$ cat config.mk
export PLATFORM = sky130hd
export DESIGN_NAME = router_port_serializer
export DESIGN_NICKNAME = d
export VERILOG_FILES = /design/src/rtl/router_port_serializer.sv
export SDC_FILE = /design/constraint.sdc
export NUM_CORES = 1
export LEC_CHECK = 0
export ABC_AREA = 1
export ABC_CLOCK_PERIOD_IN_PS = 3200
export BUFFER_PORTS_ARGS = -buffer_cell sky130_fd_sc_hd__buf_4
export CAP_MARGIN = 20
export CELL_PAD_IN_SITES_DETAIL_PLACEMENT = 0
export CELL_PAD_IN_SITES_GLOBAL_PLACEMENT = 1
export CORE_MARGIN = 8
export CORE_UTILIZATION = 42
export CTS_CLUSTER_SIZE = 10
export DETAILED_ROUTE_END_ITERATION = 8
export PLACE_DENSITY = 0.83
export SLEW_MARGIN = 10
export SYNTH_ARGS = -nofsm -noshare
export SYNTH_HDL_FRONTEND = slang
export SYNTH_SLANG_ARGS = --single-unit
$ cat constraint.sdc
create_clock -name clock -period 3.2 [get_ports clock]
set_input_delay 0.8 -clock clock [delete_from_list [all_inputs] [get_ports clock]]
set_output_delay 0.8 -clock clock [all_outputs]
set_load 0.02 [all_outputs]
$ cat src/rtl/router_port_serializer.sv
// router_port_serializer: turns upstream byte beats into the router's serial
// port protocol. Each packet is a 4-bit address nibble, PAD_CYCLES pad bits,
// then 8 payload bits per byte (LSB first), followed by a one-cycle gap.
//
// state | meaning
// IDLE  | waiting for the first beat of a packet
// ADDR  | shifting out the destination nibble, LSB first
// PAD   | pad bits (din=1) between address and payload
// DATA  | shifting out payload bits, valid_n low
// WAIT  | between bytes, next beat not yet offered
// GAP   | one idle cycle closing the packet
module router_port_serializer #(
  parameter int PAD_CYCLES = 5
) (
  input  logic       clock,
  input  logic       reset,
  input  logic       s_valid,
  output logic       s_ready,
  input  logic [3:0] s_addr,
  input  logic [7:0] s_data,
  input  logic       s_last,
  output logic       din,
  output logic       frame_n,
  output logic       valid_n,
  output logic       busy
);

  typedef enum logic [2:0] {
    IDLE,
    ADDR,
    PAD,
    DATA,
    WAIT,
    GAP
  } state_t;

  localparam logic [3:0] PAD_LAST = 4'(PAD_CYCLES - 1);

  state_t     state;
  logic [3:0] cnt;
  logic [3:0] cnt_nxt;
  logic [3:0] addr_q;
  logic [7:0] byte_q;
  logic       last_q;

  assign cnt_nxt = cnt + 4'd1;

  // Ready is a pure state decode so upstream sees a stable value all cycle.
  assign s_ready = (state == IDLE) || (state == WAIT) ||
                   ((state == DATA) && (cnt == 4'd7) && !last_q);
  assign busy    = (state != IDLE);

  // Sequencer: outputs are registered with the values for the state being entered.
  always_ff @(posedge clock) begin
    if (reset) begin
      state   <= IDLE;
      cnt     <= 4'd0;
      addr_q  <= 4'd0;
      byte_q  <= 8'd0;
      last_q  <= 1'b0;
      din     <= 1'b0;
      frame_n <= 1'b1;
      valid_n <= 1'b1;
    end else begin
      case (state)
        IDLE: begin
          if (s_valid) begin
            addr_q  <= s_addr;
            byte_q  <= s_data;
            last_q  <= s_last;
            cnt     <= 4'd0;
            state   <= ADDR;
            din     <= s_addr[0];
            frame_n <= 1'b0;
            valid_n <= 1'b1;
          end
        end

        ADDR: begin
          if (cnt == 4'd3) begin
            state <= PAD;
            cnt   <= 4'd0;
            din   <= 1'b1;
          end else begin
            cnt <= cnt_nxt;
            din <= addr_q[cnt_nxt[1:0]];
          end
        end

        PAD: begin
          if (cnt == PAD_LAST) begin
            state   <= DATA;
            cnt     <= 4'd0;
            din     <= byte_q[0];
            valid_n <= 1'b0;
            frame_n <= 1'b0;
          end else begin
            cnt <= cnt_nxt;
          end
        end

        DATA: begin
          if (cnt != 4'd7) begin
            cnt     <= cnt_nxt;
            din     <= byte_q[cnt_nxt[2:0]];
            // frame_n lifts on the final bit of the packet
            frame_n <= last_q && (cnt_nxt == 4'd7);
          end else if (last_q) begin
            state   <= GAP;
            cnt     <= 4'd0;
            din     <= 1'b0;
            frame_n <= 1'b1;
            valid_n <= 1'b1;
          end else if (s_valid) begin
            byte_q  <= s_data;
            last_q  <= s_last;
            cnt     <= 4'd0;
            din     <= s_data[0];
            frame_n <= 1'b0;
            valid_n <= 1'b0;
          end else begin
            state   <= WAIT;
            cnt     <= 4'd0;
            din     <= 1'b1;
            frame_n <= 1'b0;
            valid_n <= 1'b1;
          end
        end

        WAIT: begin
          if (s_valid) begin
            byte_q  <= s_data;
            last_q  <= s_last;
            cnt     <= 4'd0;
            state   <= DATA;
            din     <= s_data[0];
            frame_n <= 1'b0;
            valid_n <= 1'b0;
          end
        end

        GAP: begin
          state   <= IDLE;
          cnt     <= 4'd0;
          din     <= 1'b0;
          frame_n <= 1'b1;
          valid_n <= 1'b1;
        end

        default: begin
          state   <= IDLE;
          cnt     <= 4'd0;
          din     <= 1'b0;
          frame_n <= 1'b1;
          valid_n <= 1'b1;
        end
      endcase
    end
  end

endmodule

Word level (Yosys, flattened, before mapping)

Cells that the tools add are included.

Mux-type cells: 44
Reduce and logical (&&, ||, !) cells: 17
Shift-type cells: 0
Div/mod/pow operators: 0
Equal/unequal tests: 17
$add $sub $neg: 1
Order comparisons: 2
Bitwise operators: 1
Multiply operators: 0

Operators by type and width:

| operator                                                                     | count |
|---|---|
| 8-bit 2-to-1 mux                                                             | 3 |
| 1-bit 2-to-1 mux                                                             | 21 |
| 3-bit 2-to-1 mux                                                             | 7 |
| 4-bit 2-to-1 mux                                                             | 4 |
| 4-bit case mux with 4 select lines                                           | 1 |
| 8-bit case mux with 2 select lines                                           | 1 |
| 3-bit case mux with 5 select lines                                           | 1 |
| 4-bit by 3-bit == test with 1-bit output, second input constant              | 3 |
| 2-bit inequality test, second input constant                                 | 6 |
| 3-bit AND reduction                                                          | 4 |
| 1-bit case mux with 5 select lines                                           | 2 |
| 3-bit by 2-bit == test with 1-bit output, second input constant              | 2 |
| 6-bit AND reduction                                                          | 1 |
| 5-bit AND reduction                                                          | 1 |
| 4-bit by 1-bit adder with 4-bit output, second input constant                | 1 |
| 4-bit by 2-bit == test with 1-bit output, second input constant              | 1 |
| 3-bit by 4-bit less-than comparator with 1-bit output, second input constant | 1 |
| 4-bit by 3-bit inequality test with 1-bit output, second input constant      | 1 |
| 1-bit case mux with 4 select lines                                           | 1 |
| 1-bit binary-select mux with 3-bit select                                    | 1 |
| 3-bit by 1-bit == test with 1-bit output, second input constant              | 1 |
| 3-bit == test, second input constant                                         | 1 |
| 1-bit logical AND                                                            | 3 |
| 3-bit zero test                                                              | 1 |
| 12 further kinds                                                             | 13 |

Output and inout bits: 5
Latch bits: 0
ROM bits: 0
Memories: 0
Bits in registers: 23
RAM bits: 0

Depth between registers and ports, before layout

Depth after elaboration: 5
Depth in mapped cells: 11
Gate-level depth less buffers: 10

Worst setup path before layout

OpenSTA, ideal clock, no wires.

Path type: register -> output
From: register cnt[1]
To: output s_ready
Data required time: 2.400 ns
Stages on the path, launching flop included: 6
Slack: 1.343 ns
Arrival time: 1.057 ns
Path through: dfxtp_1 > ha_1 > nand2_2 > nor2_4 > nand3_1 > nand2_1

Cells in the longest elaborated chain, start to end: 4

RTL lines:

| what                                     | RTL line | source |
|---|---|---|
| from (decl)                              | 40       | `logic [3:0] cnt;` |
| from (signal assigned)                   | 85       | `cnt <= cnt_nxt;` |
| from (signal assigned)                   | 98       | `cnt <= cnt_nxt;` |
| from (signal assigned)                   | 104      | `cnt <= cnt_nxt;` |
| 4-bit by 3-bit == test with 1-bit output | 50       | `((state == DATA) && (cnt == 4'd7) && !last_q);` |
| 1-bit logical AND (2 in series)          | 50       |  |
| 1-bit logical OR                         | 49       | `assign s_ready = (state == IDLE) \|\| (state == WAIT) \|\|` |
| to (decl)                                | 18       | `output logic s_ready,` |

No other way between the ends.

Worst setup path in the final report

From: register cnt[0]
To: output s_ready

The elaborated chain is that of the path after synthesis.

==> flow_summary.ini <==
[status]
status = completed

[logic_synthesis]
post_synth_inst_count = 184
yosysTopAreaCell = dfxtp_1
yosysWarningCount = 0
synth_ff_type = dfxtp_1
synth_top_area_share_pct = 35.6
yosysUniqueCellTypes = 31
synthArstFlopShare_pct = 0
synth-edff-count = 0
avgSynthCellArea_sq_um = 7.03
synth_seq_area_share_pct = 35.6
syn_area_sq_um = 1290
ys_ff_latch = 23
synth_nets = 203
synth_area_leaders = dfxtp_1, nand2_1, nand3_1
synth.most_common_cell = nand2_1
ys_top_cells_by_count = nand2_1, dfxtp_1, inv_1

[clock_tree]
root_buffer = clkbuf_4
cts.clk_slew.worst_paths_ns = 0.14
clk_path_buf_depth = 2
cts_resized = 0
cts_tree = done
cts_buffers = 3
hold_buffers = 0
clk_latency_ns = 0.32
cts_htree_levels = 1
cts_setup_buffers = 0
clock_sinks = 23

[worst_setup_path]
r2r_end = byte_q[1]
cp.depth = 6
crit_chain = ha_1, nand2_2, nor2_4, nand3_1, nand2_1, buf_4
critPathKind = reg -> out
worstPathArrival_ns = 1.71
slowest_delay_ns = 0.54
r2r_cells = 8
worst_ep_required_time_ns = 2.40
critical-path-slowest-cell = dfxtp_1
crit_family = flip-flops
path_max_fanout = 10
startpoint_type = flip-flop
crit_buf_inv = 1
r2r-start = cnt[0]
endpoint_kind = output port
r2r_slack_ns = 1.30

[worst_hold_path]
worstHoldStart = byte_q[7]
hold_depth = 2
whs_endpoint = byte_q[7]
min_path_type = reg -> reg

[floorplanning]
die_x_microns = 71.5
ios = 21
die_area_sq_um = 5110
die_y_microns = 71.5
core_area_sq_um = 3000
start_util_pct = 43.1
rows = 20

[cells_and_area]
num-fill-cells = 331
antenna_cells = 0
synthToLayoutAreaGrowth_pct = 15.0
drive_above_1_share_pct = 23.5
final_util_pct = 49.5
fin_nets = 224

[grt]
grt_use_met1_pct = 15.8
gr-usage-met3_pct = 2.37
overflow = 0
grt_usage_pct = 12.3
grt_pass1_vias = 1235
antenna_found_initial = 0
grt_max_degree = 18
grt_pass1_wl_microns = 5310
busiest_layer = met2
grtUsageMet2_pct = 19.9

[timing]
post-route-min-period_ns = 2.51
rsz0062_at_grt = no
fin_setup_tns_ns = 0
relSlewSlack_pct = 65.8
slew_violations = 0
setup_viol = 0
fmaxAchievable_mhz = 398
tightest_slew_ns = 0.512
finClkSkew_ns = 0.00439
post-route-period-util_pct = 78.6
finalHoldViolCount = 0

[route]
drt-initial-drc-count = 71
num_vias = 1208
drc_errors = 0
drt_wl_total_microns = 2940
ant_nets = 0
via_per_inst = 5.10
wl_per_cell_microns = 12.4
dr.pass1.iters = 4

[pwr]
power_per_cell_area_nw_per_um2 = 859
p_leak_uw = 0.000657
max-vdd-ir-drop_uv = 422

[placed_design]
gp_congestion = 0.952
numPortBuffers = 20
dp_hpwl_microns = 2270

[flow_run]
maxCapViolations = 0
## cells by family (layout without fill, tap and decap cells)
family	after synthesis	in the layout	synth area share [%]
simple gates	86	86	32.0
compound gates	37	37	17.2
buf+inv	32	52	10.3
flops	23	23	35.6
fa+ha+maj	3	3	2.90
xor+xnor	3	3	2.03
## worst reg2reg max path, cell delays in order (launching register included)
cell and delay (ns):
dfxtp_1 0.54, ha_1 0.32, nand2_2 0.09, nor2_4 0.13, inv_2 0.07, o21ai_4 0.18, nand3_4 0.20, o21ai_0 0.22
a21oi_1 0.05
## cells in the final DEF, fill, tap and decap left out, types with 2 or more instances in the layout
cell type,count
a21oi_1,16
a21oi_2,2
buf_4,20
clkbuf_4,3
dfxtp_1,23
ha_1,3
inv_1,21
inv_2,7
nand2_1,33
nand2_2,3
nand3_1,19
nor2_1,19
nor2_2,4
nor2_4,3
o21ai_0,9
o21ai_1,3
o21ai_2,2
xor2_1,2
## per-stage QoR
stage               instances  total power (uW)  hold WS, ns  worst slack (ns)  cell area, sq um
floorplan                 184               962        0.429              1.34              1290
CTS                       237              1290        0.469             0.673              1490
finish                    237              1280        0.465             0.686              1490
global placement          233              1130        0.446              1.09              1460
global route              237              1400        0.488             0.478              1490
detailed placement        233              1130        0.449              1.07              1460
## flip-flops by register name, indices dropped and copies added (netlist names)
signal	flops
cnt	4
byte_q	8
addr_q	4
valid_n	1
din	1
state	3
last_q	1
frame_n	1
## how the worst max path moves through the flow
stage | startpoint | endpoint
finish | cnt[0] | s_ready
global route | cnt[0] | s_ready
CTS | cnt[0] | s_ready
detailed placement | cnt[0] | s_ready
global placement | cnt[0] | s_ready
floorplan | cnt[1] | s_ready
## where the power goes
part | internal [uW] | leakage [uW] | switching, uW | total (uW)
clock | 47.7 | 0.0000139 | 98.1 | 146
combinational | 252 | 0.000453 | 443 | 695
sequential | 372 | 0.000190 | 64.8 | 436
total | 671 | 0.000657 | 606 | 1280
## layer usage
layer | up-vias | share of wire (%) | wire length (microns)
met5 | - | 0 | 0
met4 | 0 | 1.1 | 31
met3 | 4 | 3.1 | 90
met2 | 16 | 44 | 1280
met1 | 553 | 52 | 1540
li1 | 635 | - | -
## final cells by class
type                            instances  area [sq um]  share of cell area [%]
Clock inverter                          1          7.51                   0.505
Clock buffer                            3          22.5                    1.51
Multi-Input combinational cell        129           701                    47.1
Sequential cell                        23           460                    31.0
Tap cell                               33          41.3                    2.78
Timing Repair Buffer                   20           150                    10.1
Inverter                               28           105                    7.06
Note: power is estimated with default switching activity, not from simulation.
